[config.mk]
export PLATFORM = sky130hd
export DESIGN_NAME = ps2_key_controller
export DESIGN_NICKNAME = d
export VERILOG_FILES = /design/src/rtl/ps2_key_controller.sv
export SDC_FILE = /design/constraint.sdc
export NUM_CORES = 1
export LEC_CHECK = 0
export ABC_AREA = 1
export CAP_MARGIN = 20
export CORE_ASPECT_RATIO = 0.7
export CORE_UTILIZATION = 50
export DETAILED_ROUTE_END_ITERATION = 16
export HOLD_SLACK_MARGIN = 0.03
export PLACE_DENSITY = 0.67
export SLEW_MARGIN = 15
export SYNTH_ARGS = -nofsm -noshare
export SYNTH_HDL_FRONTEND = slang
export SYNTH_SLANG_ARGS = --single-unit
[constraint.sdc]
create_clock -name clk_50m -period 3.3 [get_ports clk_50m]
set_clock_uncertainty 0.1 [all_clocks]
set_input_delay 0.66 -clock clk_50m [delete_from_list [all_inputs] [get_ports clk_50m]]
set_output_delay 0.66 -clock clk_50m [all_outputs]
set_load 0.03 [all_outputs]
[src/rtl/ps2_key_controller.sv]
// PS/2 keyboard front end for the tank game: frame receiver, scan-code prefix
// decoder and per-player one-hot button arbiter.
module ps2_key_controller #(
  parameter int TIMEOUT_CYCLES = 50000
) (
  input  logic       clk_50m,
  input  logic       rst,
  input  logic       kclk,
  input  logic       kdata,
  output logic [4:0] player1_btns,
  output logic [4:0] player2_btns,
  output logic       frame_err
);

  localparam logic [1:0] IDLE   = 2'd0;
  localparam logic [1:0] DATA   = 2'd1;
  localparam logic [1:0] PARITY = 2'd2;
  localparam logic [1:0] STOP   = 2'd3;

  localparam logic [1:0] D_IDLE      = 2'd0;
  localparam logic [1:0] D_EXT       = 2'd1;
  localparam logic [1:0] D_BREAK     = 2'd2;
  localparam logic [1:0] D_EXT_BREAK = 2'd3;

  localparam int CW = (TIMEOUT_CYCLES > 2) ? $clog2(TIMEOUT_CYCLES) : 1;
  localparam logic [CW-1:0] TO_LAST = CW'(TIMEOUT_CYCLES - 1);

  logic          kclk_s1, kclk_s2, kclk_prev, kdata_s1, kdata_s2;
  logic          kclk_fall;
  logic [1:0]    rx_state;
  logic [2:0]    bit_cnt;
  logic [7:0]    shift;
  logic          par_bit;
  logic [CW-1:0] to_cnt;
  logic          byte_valid;
  logic          timeout_hit;

  logic [1:0]    dstate, dstate_next;
  logic [9:0]    held, held_next;
  logic          last1_v, last1_v_next, last2_v, last2_v_next;
  logic [2:0]    last1, last1_next, last2, last2_next;
  logic          make_ev, brk_ev;
  logic [4:0]    key;

  always_ff @(posedge clk_50m or posedge rst) begin
    if (rst) begin
      kclk_s1   <= 1'b1;
      kclk_s2   <= 1'b1;
      kclk_prev <= 1'b1;
      kdata_s1  <= 1'b1;
      kdata_s2  <= 1'b1;
    end else begin
      kclk_s1   <= kclk;
      kclk_s2   <= kclk_s1;
      kclk_prev <= kclk_s2;
      kdata_s1  <= kdata;
      kdata_s2  <= kdata_s1;
    end
  end

  assign kclk_fall = kclk_prev & ~kclk_s2;

  // An edge always restarts the timeout count, so a late edge beats the timeout.
  always_ff @(posedge clk_50m or posedge rst) begin
    if (rst) begin
      rx_state    <= IDLE;
      bit_cnt     <= 3'd0;
      shift       <= 8'd0;
      par_bit     <= 1'b0;
      to_cnt      <= '0;
      byte_valid  <= 1'b0;
      frame_err   <= 1'b0;
      timeout_hit <= 1'b0;
    end else begin
      byte_valid  <= 1'b0;
      frame_err   <= 1'b0;
      timeout_hit <= 1'b0;
      if (kclk_fall) begin
        to_cnt <= '0;
        case (rx_state)
          IDLE: begin
            if (!kdata_s2) begin
              rx_state <= DATA;
              bit_cnt  <= 3'd0;
            end
          end
          DATA: begin
            shift   <= {kdata_s2, shift[7:1]};
            bit_cnt <= bit_cnt + 3'd1;
            if (bit_cnt == 3'd7) rx_state <= PARITY;
          end
          PARITY: begin
            par_bit  <= kdata_s2;
            rx_state <= STOP;
          end
          default: begin
            rx_state <= IDLE;
            if (kdata_s2 && (^{shift, par_bit})) byte_valid <= 1'b1;
            else frame_err <= 1'b1;
          end
        endcase
      end else if (rx_state == IDLE) begin
        to_cnt <= '0;
      end else if (to_cnt == TO_LAST) begin
        rx_state    <= IDLE;
        to_cnt      <= '0;
        frame_err   <= 1'b1;
        timeout_hit <= 1'b1;
      end else begin
        to_cnt <= to_cnt + 1'b1;
      end
    end
  end

  // Returns {valid, index}; indices 0-4 belong to player 1, 5-9 to player 2.
  function automatic logic [4:0] map_key(input logic [7:0] code);
    case (code)
      8'h1D:   return {1'b1, 4'd0};
      8'h1B:   return {1'b1, 4'd1};
      8'h1C:   return {1'b1, 4'd2};
      8'h23:   return {1'b1, 4'd3};
      8'h29:   return {1'b1, 4'd4};
      8'h43:   return {1'b1, 4'd5};
      8'h42:   return {1'b1, 4'd6};
      8'h3B:   return {1'b1, 4'd7};
      8'h4B:   return {1'b1, 4'd8};
      8'h5A:   return {1'b1, 4'd9};
      default: return 5'd0;
    endcase
  endfunction

  function automatic logic [4:0] arbitrate(input logic [4:0] h, input logic lv,
                                           input logic [2:0] li);
    logic [4:0] r;
    r = 5'd0;
    if (lv && h[li]) begin
      r[li] = 1'b1;
    end else begin
      for (int i = 4; i >= 0; i--)
        if (h[i]) r = 5'b00001 << i;
    end
    return r;
  endfunction

  always_comb begin
    dstate_next = dstate;
    make_ev     = 1'b0;
    brk_ev      = 1'b0;
    if (timeout_hit) begin
      dstate_next = D_IDLE;
    end else if (byte_valid) begin
      if (shift == 8'hE0) begin
        dstate_next = (dstate == D_IDLE) ? D_EXT : D_IDLE;
      end else if (shift == 8'hF0) begin
        case (dstate)
          D_IDLE:  dstate_next = D_BREAK;
          D_EXT:   dstate_next = D_EXT_BREAK;
          default: dstate_next = D_IDLE;
        endcase
      end else begin
        make_ev     = (dstate == D_IDLE);
        brk_ev      = (dstate == D_BREAK);
        dstate_next = D_IDLE;
      end
    end
  end

  // Outputs are computed from the next held/last values so they register one
  // cycle after byte_valid rather than two.
  always_comb begin
    key          = map_key(shift);
    held_next    = held;
    last1_v_next = last1_v;
    last1_next   = last1;
    last2_v_next = last2_v;
    last2_next   = last2;
    if (key[4] && make_ev) begin
      held_next[key[3:0]] = 1'b1;
      if (key[3:0] < 4'd5) begin
        last1_v_next = 1'b1;
        last1_next   = key[2:0];
      end else begin
        last2_v_next = 1'b1;
        last2_next   = 3'(key[3:0] - 4'd5);
      end
    end
    if (key[4] && brk_ev) held_next[key[3:0]] = 1'b0;
  end

  always_ff @(posedge clk_50m or posedge rst) begin
    if (rst) begin
      dstate       <= D_IDLE;
      held         <= 10'd0;
      last1_v      <= 1'b0;
      last1        <= 3'd0;
      last2_v      <= 1'b0;
      last2        <= 3'd0;
      player1_btns <= 5'd0;
      player2_btns <= 5'd0;
    end else begin
      dstate       <= dstate_next;
      held         <= held_next;
      last1_v      <= last1_v_next;
      last1        <= last1_next;
      last2_v      <= last2_v_next;
      last2        <= last2_next;
      player1_btns <= arbitrate(held_next[4:0], last1_v_next, last1_next);
      player2_btns <= arbitrate(held_next[9:5], last2_v_next, last2_next);
    end
  end

endmodule

# After elaboration in Yosys (flattened, before gate mapping)
# Index checks and enable logic that the tools add are counted.
[word_totals]
wordCells = 143
in_bits = 4
regBits = 68
[op_classes]
n_eq_ne = 21
n_mux = 67
n_bitwise = 5
n_reduce_logical = 19
n_lt_le_gt_ge = 7
n_addsub = 3
[ops]
columns = ["op", "count"]
rows = [
  ["$mux 5", 12],
  ["$pmux 5 s10", 1],
  ["$mux 16", 3],
  ["$eq 8x7->1 const B", 4],
  ["$mux 1", 27],
  ["$eq 8x5->1 const B", 3],
  ["$eq 8x6->1 const B", 3],
  ["$mux 10", 2],
  ["$mux 2", 9],
  ["$add 16x1->16 const B", 1],
  ["$eq 16x16->1 const B", 1],
  ["$eq 8x8->1 const B", 2],
  ["$mux 3", 5],
  ["$and 10x10->10", 1],
  ["$not 10->10", 1],
  ["$or 10x10->10", 1],
  ["$reduce_xor 9->1", 1],
  ["$logic_and 1x1->1", 8],
  ["$lt 3x4->1 const B", 2],
  ["$bmux 1 s3", 2],
  ["$demux 1 s3", 2],
  ["$ge 3x1->1 const B", 2],
  ["$pmux 2 s3", 1],
  ["$pmux 3 s2", 1],
  ["other kinds (20)", 27],
]

# Depth between registers and ports, before layout
# Gate-level depths: netlist (run 1).
[logic_depth]
word_depth = 16
mapped_depth = 23

# Least setup slack after synthesis (run 1)
# Ideal clock, no wire load.
[synth_path]
path_type = "register to register"
start = "reg shift[2]"
end = "reg player2_btns[0]"
arrival_ns = 2.478
path_stages_with_launch = 22
synth_period_minus_slack_ns = 2.694
t_required_ns = 3.084
setup_time_ns = 0.116
path_slack_ns = 0.606
path_cell_list = "dfrtp_1 inv_2 nand2_2 nor2_2 nand2_2 nand2_2 inv_1 nand2_1 inv_1 ha_1 inv_1 nand2_4 nand2_4 nand3_4 nor2_1 nor2_4 nand4_1 nand2_1 nor2_8 nand2_4 nand2_1 nand2_1"
[synth_via]
elab_chain_cells = 15
[synth_rtl]
columns = ["item", "line", "text"]
rows = [
  ["from (decl)", "32", "logic [7:0] shift;"],
  ["from (signal assigned)", "88", "shift <= {kdata_s2, shift[7:1]};"],
  ["$eq 8x7->1 (tied with other cells)", "117", "case (code)"],
  ["$pmux 5 s10", "117", ""],
  ["$lt 4x5->1 (implied by the code) or $ge 4x1->1 (tied branches)", "178, 187", ""],
  ["$logic_and 1x1->1 (implied by the code)", "178, 187", ""],
  ["$mux 1 (implied by the code)", "178, 187", ""],
  ["$demux 1 s4", "178, 187", ""],
  ["$or 10x10->10 (no line)", "n/a", ""],
  ["$mux 10", "177", "if (key[4] && make_ev) begin"],
  ["$and 10x10->10 (no line)", "n/a", ""],
  ["$mux 10", "187", "if (key[4] && brk_ev) held_next[key[3:0]] = 1'b0;"],
  ["$mux 5 (4 in a row)", "140", "if (h[i]) r = 5'b00001 << i;"],
  ["$mux 5 *", "136", "if (lv && h[li]) begin"],
  ["to (signal assigned)", "208", "player2_btns <= arbitrate(held_next[9:5], last2_v_next, last2_next);"],
  ["to (decl)", "11", "output logic [4:0] player2_btns,"],
]
# Mark *: on every way between the ends. The rest lies on a longest branch, timed or not. The select of a mux whose other input is x is not followed.
# A chain may end at the register's enable or synchronous reset.

# Worst setup path after layout (run 1)
[layout_path]
start = "reg shift[5]"
end = "reg player2_btns[2]"
[layout_rtl]
columns = ["item", "line", "text"]
rows = [
  ["parallel branches: the longest is 6 deep, another holds $lt 4x3->1", "n/a", ""],
  ["$mux 3 *", "177", ""],
  ["via last2_next[2]", "41", "logic [2:0] last1, last1_next, last2, last2_next;"],
  ["$lt 3x4->1 (implied by the code) or $ge 3x1->1 (tied branches)", "137", "r[li] = 1'b1;"],
  ["$logic_and 1x1->1 (implied by the code)", "137", ""],
  ["$mux 1 (implied by the code)", "137", ""],
  ["$demux 1 s3", "137", ""],
  ["$mux 5 *", "136", ""],
]
# Mark *: on every way through the listed nets, which the timed path passes. The select of a mux whose other input is x is not followed.

==> results by group, run 1 <==
Outcome
  • Status: finished, final reports clean

Timing
  • Min Clock Period, post-route: 3.00 ns
  • Fin crit share: 0.908
  • Max Fclk: 334 MHz
  • Setup violations, final: 0
  • Max-slew violations: 0
  • Worst-margin pin slew: 0.592 ns
  • Sum Neg Setup Slack: 0 ns
  • Final count of hold timing violations: 0
  • Slew Limit Headroom: 0.604

Final layout
  • Post-Route Utilization: 0.592
  • Layout cells sized above 1: 0.172
  • Nets: 563
  • Commonest non-fill, non-tap cell in the layout: nand2_1
  • Commonest cells after routing, fill and taps aside: nand2_1, nor2_1, dfrtp_1, inv_1, nand3_1
  • Fill cells: 729
  • # diodes: 0
  • Area delta synth->final: 14.7%

Floorplan
  • Rows: 27
  • Die area: 0.00850 mm^2
  • Initial Utilization: 0.516
  • Num ports: 15
  • Core area: 0.00787 mm^2
  • Die span in x: 110 um
  • Die Span Y: 77.4 um

Clock network
  • CTS tree: done
  • Postcts setup bufs: 0
  • TritonCTS buffer count: 9
  • Clock Tree Root: clkbuf_16
  • Clock transition at path regs: 0.06 ns
  • Skew-Pair Late Insertion Delay: 0.33 ns
  • Sink Count: 68
  • Clk buf depth: 2
  • Clock H-tree levels: 3

Detailed routing
  • Post-route ant nets: 0
  • # DRC: 0
  • Via density: 4.96
  • First-pass detailed-route iteration total: 4
  • WL per Instance: 12.2 um
  • Via count: 3,240
  • Number of DRC markers in iteration 0: 143
  • Routed wire length: 7950 um

Yosys
  • Syn Nets: 539
  • Synth Flop Type: dfrtp_1
  • Post-synth top area share: 0.388
  • Syn Std Cell Area: 0.00406 mm^2
  • Ys async rst share: 1.00
  • Seq/Total Area, Yosys: 0.420
  • Post-synthesis cell type count: 42
  • Yosys warns: 0
  • Cell count after synthesis: 523
  • Yosys top cell by area: dfrtp_1
  • Synthesized area per cell: 7.77 um^2
  • Top cells by area, synth: dfrtp_1, nand2_1, nor2_1
  • Post-synth EDFFs: 0
  • Flops & latches, synth: 68

GRT
  • Vias in the first global route: 3,008
  • GRT Residual Overflow: 0
  • First-pass GRT wire length: 14,100 um
  • Global-route usage over all layers: 0.218
  • Largest net degree at the start of global routing: 27
  • Initial antenna violation count: 0

Setup path
  • FF-to-FF End: player2_btns[2]$_DFF_PP0_
  • Crit path to: player2_btns[2]$_DFF_PP0_
  • Crit path max-delay cell type: dfrtp_1
  • Critical path fanouts, max: 9
  • R2R cell count: 21
  • CP most frequent cell: nand2_1
  • Element type at the critical path end: flop
  • Startpoint types: flop
  • Slowest stage delay, CP: 0.42 ns
  • Critical path required time: 3.42 ns
  • Cells along the critical path: inv_2 > nand2_1 > nor2_1 > nand2_1 > nand2_1 > nor2_1 > nand2_1 > inv_1 > ha_1 > inv_1 > nand2_4 > nand2_4 > nand3_4 > o21ai_2 > nor2_2 > nand2_1 > o21ai_2 > inv_2 > nand2_4 > nand2_1 > nand2_1
  • Flop2flop setup slack: 0.30 ns
  • FF-to-FF Start: shift[5]$_DFFE_PP0P_
  • Worst Path Arrival: 3.11 ns
  • Worst Setup Path Type: reg2reg
  • Crit path from: shift[5]$_DFFE_PP0P_

Power and ir drop
  • VDD IR-drop max: 0.000287 V
  • PwrDens: 486 mW/mm^2
  • Leak pwr: 2.29 nW

Placed design
  • PortBufs: 14
  • GP Congestion: 0.929
  • Dpl hpwl: 6130 um

Flow run
  • Max-Cap Viols: 0

Hold path
  • Worst Hold Class: reg2reg
power by group:
group	internal [mW]	total, mW	switching [mW]
logic	0.105	0.306	0.201
clock network	0.661	1.02	0.355
registers	0.887	0.942	0.0554
total	1.65	2.26	0.611
Yosys cell counts (all sizes together), types with 3 or more instances:
master    n
o21ai    18
inv      70
a31o      3
dfstp     5
nor2     89
o21bai    5
nand4    12
nand2   160
nor3     15
nand3    33
xor2      7
a21oi     4
a211oi    3
ha       12
nor3b     7
dfrtp    63
critical path, delay by kind of cell (launching register included):
kind	cells	cell delay [ns]
compound gates	2	0.33
flops	1	0.42
buf+inv	4	0.45
simple gates	14	1.34
fa+ha+maj	1	0.21
kinds of logic (layout without fill, tap and decap cells):
group,Yosys count,after routing,share of synthesized area
AO/OA/AOI/OAI,39,39,0.0665
flip-flops,68,68,0.420
multiplexers,1,1,0.00277
AND/OR/NAND/NOR,319,319,0.381
XOR/XNOR,9,9,0.0194
buffers and inverters,75,104,0.0727
adder cells (fa/ha/maj),12,12,0.0370
timing repair:
item,4_1_cts,5_1_grt
setup endpoints to repair,0,6
hold buffers,0,0
gates resized for setup,0,3
flip-flops by register name, indices dropped and copies added (netlist names):
register,flops
player2_btns,5
last2_v,1
held,10
byte_valid,1
kdata_s1,1
to_cnt,16
kclk_s2,1
timeout_hit,1
kclk_prev,1
kclk_s1,1
dstate,2
last2,3
kdata_s2,1
last1_v,1
par_bit,1
last1,3
shift,8
bit_cnt,3
frame_err,1
rx_state,2
player1_btns,5
worst min-delay path by stage:
stage	from	endpoint	slack, ns	cells after the start
floorplan	kclk_s1$_DFF_PP1_	kclk_s2$_DFF_PP1_	0.25	0
global placement	kdata_s1$_DFF_PP1_	kdata_s2$_DFF_PP1_	0.25	0
detailed placement	kdata_s1$_DFF_PP1_	kdata_s2$_DFF_PP1_	0.25	0
CTS	kdata_s1$_DFF_PP1_	kdata_s2$_DFF_PP1_	0.26	0
global route	kdata_s1$_DFF_PP1_	kdata_s2$_DFF_PP1_	0.27	0
finish	kdata_s1$_DFF_PP1_	kdata_s2$_DFF_PP1_	0.26	0
stage by stage:
step	power, mW	std cells	hold slack, ns	worst slack, ns	cell area [um^2]
2_1_floorplan	1.19	523	0.245	0.606	4060
3_3_place_gp	1.25	637	0.246	0.441	4330
3_5_place_dp	1.26	637	0.247	0.318	4330
4_1_cts	2.29	653	0.260	0.296	4640
5_1_grt	2.38	653	0.270	-0.000455	4660
6_report	2.26	653	0.258	0.302	4660
final cells by class:
type	count	area, um^2	area share
Clock inverter	6	88.8	0.0191
Timing Repair Buffer	17	163	0.0349
Inverter	71	269	0.0577
Multi-Input combinational cell	380	2070	0.445
Sequential cell	68	1710	0.367
Tap cell	101	126	0.0271
Clock buffer	10	229	0.0492
layer usage:
layer,vias to the layer above,routed length (um),track usage,part of all wire
li1,1711,-,-,-
met5,-,0,0,0
met1,1457,4260,0.323,0.54
met4,0,65,0.0680,0.0082
met3,6,454,0.0580,0.057
met2,66,3170,0.306,0.40
No activity file was read; power rests on OpenSTA's default activity.
==> run 2: changes to the inputs <==
--- a/config.mk
+++ b/config.mk
@@ -7,11 +7,11 @@
 export LEC_CHECK = 0
 export ABC_AREA = 1
 export CAP_MARGIN = 20
-export CORE_ASPECT_RATIO = 0.7
+export CORE_ASPECT_RATIO = 0.5
 export CORE_UTILIZATION = 50
 export DETAILED_ROUTE_END_ITERATION = 16
+export DONT_BUFFER_PORTS = 1
 export HOLD_SLACK_MARGIN = 0.03
-export PLACE_DENSITY = 0.67
 export SLEW_MARGIN = 15
 export SYNTH_ARGS = -nofsm -noshare
 export SYNTH_HDL_FRONTEND = slang
==> constraint.sdc (replaced) <==
create_clock -name clk_50m -period 3.3 [get_ports clk_50m]
set_clock_uncertainty 0.1 [all_clocks]
set_input_delay 0.66 -clock clk_50m [delete_from_list [all_inputs] [get_ports clk_50m]]
set_output_delay 0.66 -clock clk_50m [all_outputs]
set_load 0.1 [all_outputs]
==> results by group, run 2 (synthesis gave the netlist of run 1 again) <==
Floorplan
  • Die area: 0.00851 mm^2 (+0.19%)
  • Core area: 0.00760 mm^2 (-3.5%)
  • Num ports: 15 (unchanged)
  • Die span in x: 129 um (+18%)
  • Initial Utilization: 0.535 (+0.0186)
  • Die Span Y: 65.7 um (-15%)
  • Rows: 22 (-19%)

Clock network
  • # hold bufs at CTS: 0 (unchanged)
  • Sink Count: 68 (unchanged)
  • Clock H-tree levels: 3 (unchanged)
  • Clk buf depth: 2 (unchanged)
  • Clock Tree Root: clkbuf_16
  • Clock transition at path regs: 0.05 ns (about the same)
  • # resized after CTS: 0 (unchanged)
  • CTS tree: done
  • Postcts setup bufs: 0 (unchanged)
  • Skew-Pair Late Insertion Delay: 0.33 ns (about the same)
  • TritonCTS buffer count: 9 (unchanged)

Timing
  • Final count of hold timing violations: 0 (unchanged)
  • Setup violations, final: 0 (unchanged)
  • Final hold slack: 0.220 ns (-0.0376 ns)
  • Max-slew violations: 0 (unchanged)
  • Min Clock Period, post-route: 2.95 ns (-0.0508 ns)
  • Fin crit share: 0.893 (-0.0154)
  • Worst-margin pin slew: 0.879 ns (+0.287 ns)
  • Slew Limit Headroom: 0.414 (-0.189)
  • Max Fclk: 339 MHz (+1.7%)
  • Unrepaired setup endpoints after global routing: no
  • Sum Neg Setup Slack: 0 ns (unchanged)

Placed design
  • PortBufs: 0 (-14)
  • Dpl hpwl: 5590 um (-8.7%)
  • GP Congestion: 0.866 (-6.8%)

Detailed routing
  • First-pass detailed-route iteration total: 4 (unchanged)
  • Met1 WL: 4060 um (-4.8%)
  • # DRC: 0 (unchanged)
  • Number of DRC markers in iteration 0: 156 (+9.1%)
  • Routed wire length: 7610 um (-4.3%)
  • WL met3: 297 um (-35%)
  • Via density: 4.86 (-2.1%)
  • WL per Instance: 11.8 um (-3.1%)
  • Uppermost routed layer: met4
  • Via count: 3,132 (-3.3%)
  • DR WL met2: 3190 um (+0.50%)
  • Post-route ant nets: 0 (unchanged)

Setup path
  • R2R cell count: 21 (unchanged)
  • Element type at the critical path end: flop
  • FF-to-FF Start: shift[2]$_DFFE_PP0P_
  • Worst Path Arrival: 3.07 ns (-0.04 ns)
  • Flop2flop setup slack: 0.35 ns (+0.05 ns)
  • Worst Setup Path Type: reg2reg
  • Startpoint types: flop
  • FF-to-FF End: player2_btns[0]$_DFF_PP0_
  • Critical path fanouts, max: 9 (unchanged)
  • Crit path from: shift[2]$_DFFE_PP0P_
  • Critical path required time: 3.42 ns (about the same)

Hold path
  • Hold EP: kdata_s1$_DFF_PP1_
  • Hold Crit Start: kdata
  • Worst Hold Class: in2reg
  • Worst Hold Path Cells: 0 (unchanged)

Final layout
  • Largest register FFs: 16 (unchanged)
  • # diodes: 0 (unchanged)
  • Fill cells: 699 (-4.1%)
  • Biggest regs: to_cnt x16, held x10, shift x8
  • Commonest cells after routing, fill and taps aside: nand2_1, nor2_1, dfrtp_1, inv_1, nand3_1
  • Largest reg by FF count: to_cnt
  • Nets: 548 (-2.7%)
  • Area delta synth->final: 11.5%
  • Commonest non-fill, non-tap cell in the layout: nand2_1
  • Layout cells sized above 1: 0.173 (+0.00108)

GRT
  • First-pass GRT wire length: 13,300 um (-5.8%)
  • Initial antenna violation count: 0 (unchanged)
  • Global-route usage over all layers: 0.207 (-0.0111)
  • GRT Residual Overflow: 0 (unchanged)
  • Largest net degree at the start of global routing: 69 (+160%)
  • Vias in the first global route: 2,929 (-2.6%)

Flow run
  • Max-Cap Viols: 0 (unchanged)

Outcome
  • Status: finished, final reports clean

Power and ir drop
  • PwrDens: 515 mW/mm^2 (+5.9%)
  • Leak pwr: 2.25 nW (-1.6%)
  • VDD IR-drop max: 0.000384 V (+34%)
[run 2: critical path, stage by stage, from the launching register on]
cell and delay (ns):
dfrtp_1 0.44, inv_2 0.11, nand2_2 0.07, nor2_2 0.19, nand2_2 0.09, nand2_2 0.09, inv_1 0.04, nand2_1 0.14
inv_1 0.12, ha_1 0.21, inv_1 0.13, nand2_4 0.08, nand2_4 0.11, nand3_4 0.13, nor2_1 0.20, nor2_4 0.08
nand4_1 0.07, nand2_1 0.12, nor2_8 0.15, nand2_4 0.08, nand2_1 0.06, nand2_1 0.04
[run 2: per-layer routing]
metal / GRT usage / vias to the layer above
li1: - / 1688
met1: 0.279 / 1395
met2: 0.319 / 42
met3: 0.0692 / 7
met4: 0.0523 / 0
met5: 0 / -
[run 2: worst max-delay path by stage]
stage / endpoint / slack, ns
floorplan: player2_btns[0]$_DFF_PP0_ / 0.61
global placement: player2_btns[2]$_DFF_PP0_ / 0.42
detailed placement: player2_btns[0]$_DFF_PP0_ / 0.35
CTS: player2_btns[0]$_DFF_PP0_ / 0.34
global route: player2_btns[0]$_DFF_PP0_ / 0.06
finish: player2_btns[0]$_DFF_PP0_ / 0.35
[run 2: area by class of cell]
type	count	area [um^2]	area share
Clock buffer	10	229	0.0506
Timing Repair Buffer	2	15.0	0.00332
Inverter	71	269	0.0594
Sequential cell	68	1710	0.377
Clock inverter	6	113	0.0249
Multi-Input combinational cell	380	2060	0.455
Tap cell	108	135	0.0298
[run 2: stage by stage]
step                std cells  setup slack, ns  total power [mW]  instance area, um^2   util
global route              645           0.0581              2.45                 4530  0.596
floorplan                 523            0.606              1.19                 4060      -
CTS                       645            0.340              2.36                 4530  0.596
finish                    645            0.353              2.33                 4530  0.596
global placement          629            0.417              1.25                 4190  0.551
detailed placement        629            0.352              1.25                 4190  0.551
[run 2: power breakdown]
group	leakage (nW)	total (mW)	internal (mW)	switching, mW
clock network	0.167	1.09	0.739	0.356
logic	1.15	0.295	0.100	0.195
registers	0.927	0.941	0.887	0.0547
total	2.25	2.33	1.73	0.605
==> run 3: changes to the inputs <==
--- a/config.mk
+++ b/config.mk
@@ -12,6 +12,7 @@
 export DETAILED_ROUTE_END_ITERATION = 16
 export DONT_BUFFER_PORTS = 1
 export HOLD_SLACK_MARGIN = 0.03
+export SETUP_SLACK_MARGIN = 0.3
 export SLEW_MARGIN = 15
 export SYNTH_ARGS = -nofsm -noshare
 export SYNTH_HDL_FRONTEND = slang
==> results by group, run 3 (synthesis gave the netlist of run 1 again) <==
Detailed routing
  • # DRC: 0 (unchanged)
  • Number of DRC markers in iteration 0: 153 (-1.9%)
  • Via count: 3,160 (+0.89%)
  • Via density: 4.87 (+0.27%)
  • Post-route ant nets: 0 (unchanged)
  • First-pass detailed-route iteration total: 4 (unchanged)
  • Routed wire length: 7740 um (+1.6%)
  • WL per Instance: 11.9 um (+0.96%)

Hold path
  • Worst Hold Class: in2reg
  • Hold Crit Start: kdata
  • Worst Hold Path Cells: 0 (unchanged)
  • Hold EP: kdata_s1$_DFF_PP1_

Power and ir drop
  • VDD IR-drop max: 0.000384 V (about the same)
  • Power, Total: 2.36 mW (+1.3%)
  • Leak pwr: 2.26 nW (+0.65%)
  • PwrDens: 512 mW/mm^2 (-0.54%)

Final layout
  • Area delta synth->final: 13.5%
  • Largest register FFs: 16 (unchanged)
  • Design area: 0.00461 mm^2 (+1.8%)
  • Biggest regs: to_cnt x16, held x10, shift x8
  • # diodes: 0 (unchanged)
  • Layout cells sized above 1: 0.207 (+0.0338)
  • Largest reg by FF count: to_cnt
  • Commonest non-fill, non-tap cell in the layout: nand2_1
  • Commonest cells after routing, fill and taps aside: nand2_1, nor2_1, dfrtp_1, inv_1, nand3_1
  • Fin cells: 649 (+0.62%)
  • Post-Route Utilization: 0.607 (+0.0109)
  • Fill cells: 692 (-1.0%)
  • Nets: 552 (+0.73%)

Floorplan
  • Rows: 22 (unchanged)
  • Core area: 0.00760 mm^2 (unchanged)
  • Die area: 0.00851 mm^2 (unchanged)
  • Initial Utilization: 0.535 (unchanged)
  • Num ports: 15 (unchanged)
  • Die span in x: 129 um (unchanged)
  • Die Span Y: 65.7 um (unchanged)

Setup path
  • Startpoint types: flop
  • FF-to-FF Start: shift[2]$_DFFE_PP0P_
  • FF-to-FF End: player2_btns[2]$_DFF_PP0_
  • Critical path required time: 3.42 ns (about the same)
  • Critical path fanouts, max: 9 (unchanged)
  • R2R cell count: 21 (unchanged)
  • Worst Path Arrival: 2.86 ns (-0.21 ns)
  • Worst Setup Path Type: reg2reg
  • Element type at the critical path end: flop
  • Flop2flop setup slack: 0.56 ns (+0.21 ns)

Timing
  • Final hold slack: 0.221 ns (+0.000510 ns)
  • Max-slew violations: 0 (unchanged)
  • Max Fclk: 365 MHz (+7.6%)
  • Setup violations, final: 0 (unchanged)
  • Slew Limit Headroom: 0.414 (about the same)
  • Unrepaired setup endpoints after global routing: no
  • Final count of hold timing violations: 0 (unchanged)
  • Worst-margin pin slew: 0.879 ns (-0.0000267 ns)
  • Fin crit share: 0.830 (-0.0630)
  • Worst Slack Setup Final: 0.561 ns (+0.208 ns)
  • Sum Neg Setup Slack: 0 ns (unchanged)
  • Min Clock Period, post-route: 2.74 ns (-0.208 ns)

Clock network
  • Sink Count: 68 (unchanged)
  • Clk buf depth: 2 (unchanged)
  • TritonCTS buffer count: 9 (unchanged)
  • Clock transition at path regs: 0.05 ns (about the same)
  • Clock Tree Root: clkbuf_16
  • Clock H-tree levels: 3 (unchanged)
  • Skew-Pair Late Insertion Delay: 0.33 ns (about the same)
  • CTS tree: done

GRT
  • Initial antenna violation count: 0 (unchanged)
  • Largest net degree at the start of global routing: 69 (unchanged)
  • Global-route usage over all layers: 0.207 (unchanged)
  • First-pass GRT wire length: 13,300 um (unchanged)
  • GRT Residual Overflow: 0 (unchanged)
  • Vias in the first global route: 2,929 (unchanged)

Placed design
  • Dpl hpwl: 5590 um (unchanged)
  • Post-Place Worst Slack: 0.352 ns (unchanged)
  • Dpl cell area: 0.00419 mm^2 (unchanged)
  • PortBufs: 0 (unchanged)
  • GP Congestion: 0.866 (unchanged)
  • Placed cells: 629 (unchanged)

Outcome
  • Status: finished, final reports clean

Flow run
  • Max-Cap Viols: 0 (unchanged)
-- run 3: cell types whose count changed in the layout (fill, tap and decap cells not counted), moves of 2 or more --
| cell | delta |
|---|---|
| buf_4 | +3 |
| dfrtp_1 | -3 |
| inv_2 | +2 |
| nor2_1 | -6 |
| nand2_1 | -4 |
| nand2_2 | +4 |
| inv_1 | -2 |
| nor2_2 | +5 |
| dfrtp_2 | +3 |
-- run 3: repair_timing --
item / 4_1_cts / 5_1_grt
buffers inserted: 0 / 3
setup endpoints to repair: 0 / 10
gates resized for setup: 0 / 18
hold buffers: 0 / 0
-- run 3: layout make-up --
| class | count | area, um^2 | share of cell area |
|---|---|---|---|
| clock buffer | 10 | 229 | 0.0497 |
| multi-input combinational | 381 | 2120 | 0.459 |
| sequential | 68 | 1710 | 0.371 |
| inverter | 71 | 269 | 0.0583 |
| tap | 108 | 135 | 0.0293 |
| timing repair buffer | 5 | 37.5 | 0.00814 |
| clock inverter | 6 | 113 | 0.0244 |
-- run 3: power by group --
part	leakage (nW)	internal (mW)	switching [mW]
logic	1.17	0.117	0.209
registers	0.923	0.888	0.0546
clock network	0.167	0.739	0.353
total	2.26	1.74	0.617
-- run 3: how the worst max path moves through the flow --
| stage | depth (start not counted) | startpoint | endpoint |
|---|---|---|---|
| after detailed placement | 21 | shift[2]$_DFFE_PP0P_ | player2_btns[0]$_DFF_PP0_ |
| after floorplan | 21 | shift[2]$_DFFE_PP0P_ | player2_btns[0]$_DFF_PP0_ |
| after global placement | 21 | shift[2]$_DFFE_PP0P_ | player2_btns[2]$_DFF_PP0_ |
| final | 21 | shift[2]$_DFFE_PP0P_ | player2_btns[2]$_DFF_PP0_ |
| after CTS | 21 | shift[2]$_DFFE_PP0P_ | player2_btns[0]$_DFF_PP0_ |
| after global routing | 23 | shift[0]$_DFFE_PP0P_ | player1_btns[1]$_DFF_PP0_ |
-- run 3: worst max-delay path, cell delays in order, from the launching register on --
cell     delay, ns
dfrtp_2       0.44
inv_2         0.09
nand2_2       0.09
nor2_4        0.15
nand2_2       0.08
nand2_2       0.09
inv_1         0.05
nand2_2       0.10
inv_2         0.07
ha_1          0.20
inv_2         0.11
nand2_4       0.09
nand2_8       0.10
nand3_2       0.11
nand2_2       0.11
inv_2         0.04
nor2_4        0.12
nand4_1       0.09
nand2_1       0.17
nor2_8        0.07
nand3_1       0.09
nand2_1       0.06
-- run 3: metal layers --
layer	track usage	wire, um	up-vias
met3	0.0692	269	7
met5	0	0	-
li1	-	-	1699
met1	0.279	4110	1417
met4	0.0523	70	0
met2	0.319	3280	37
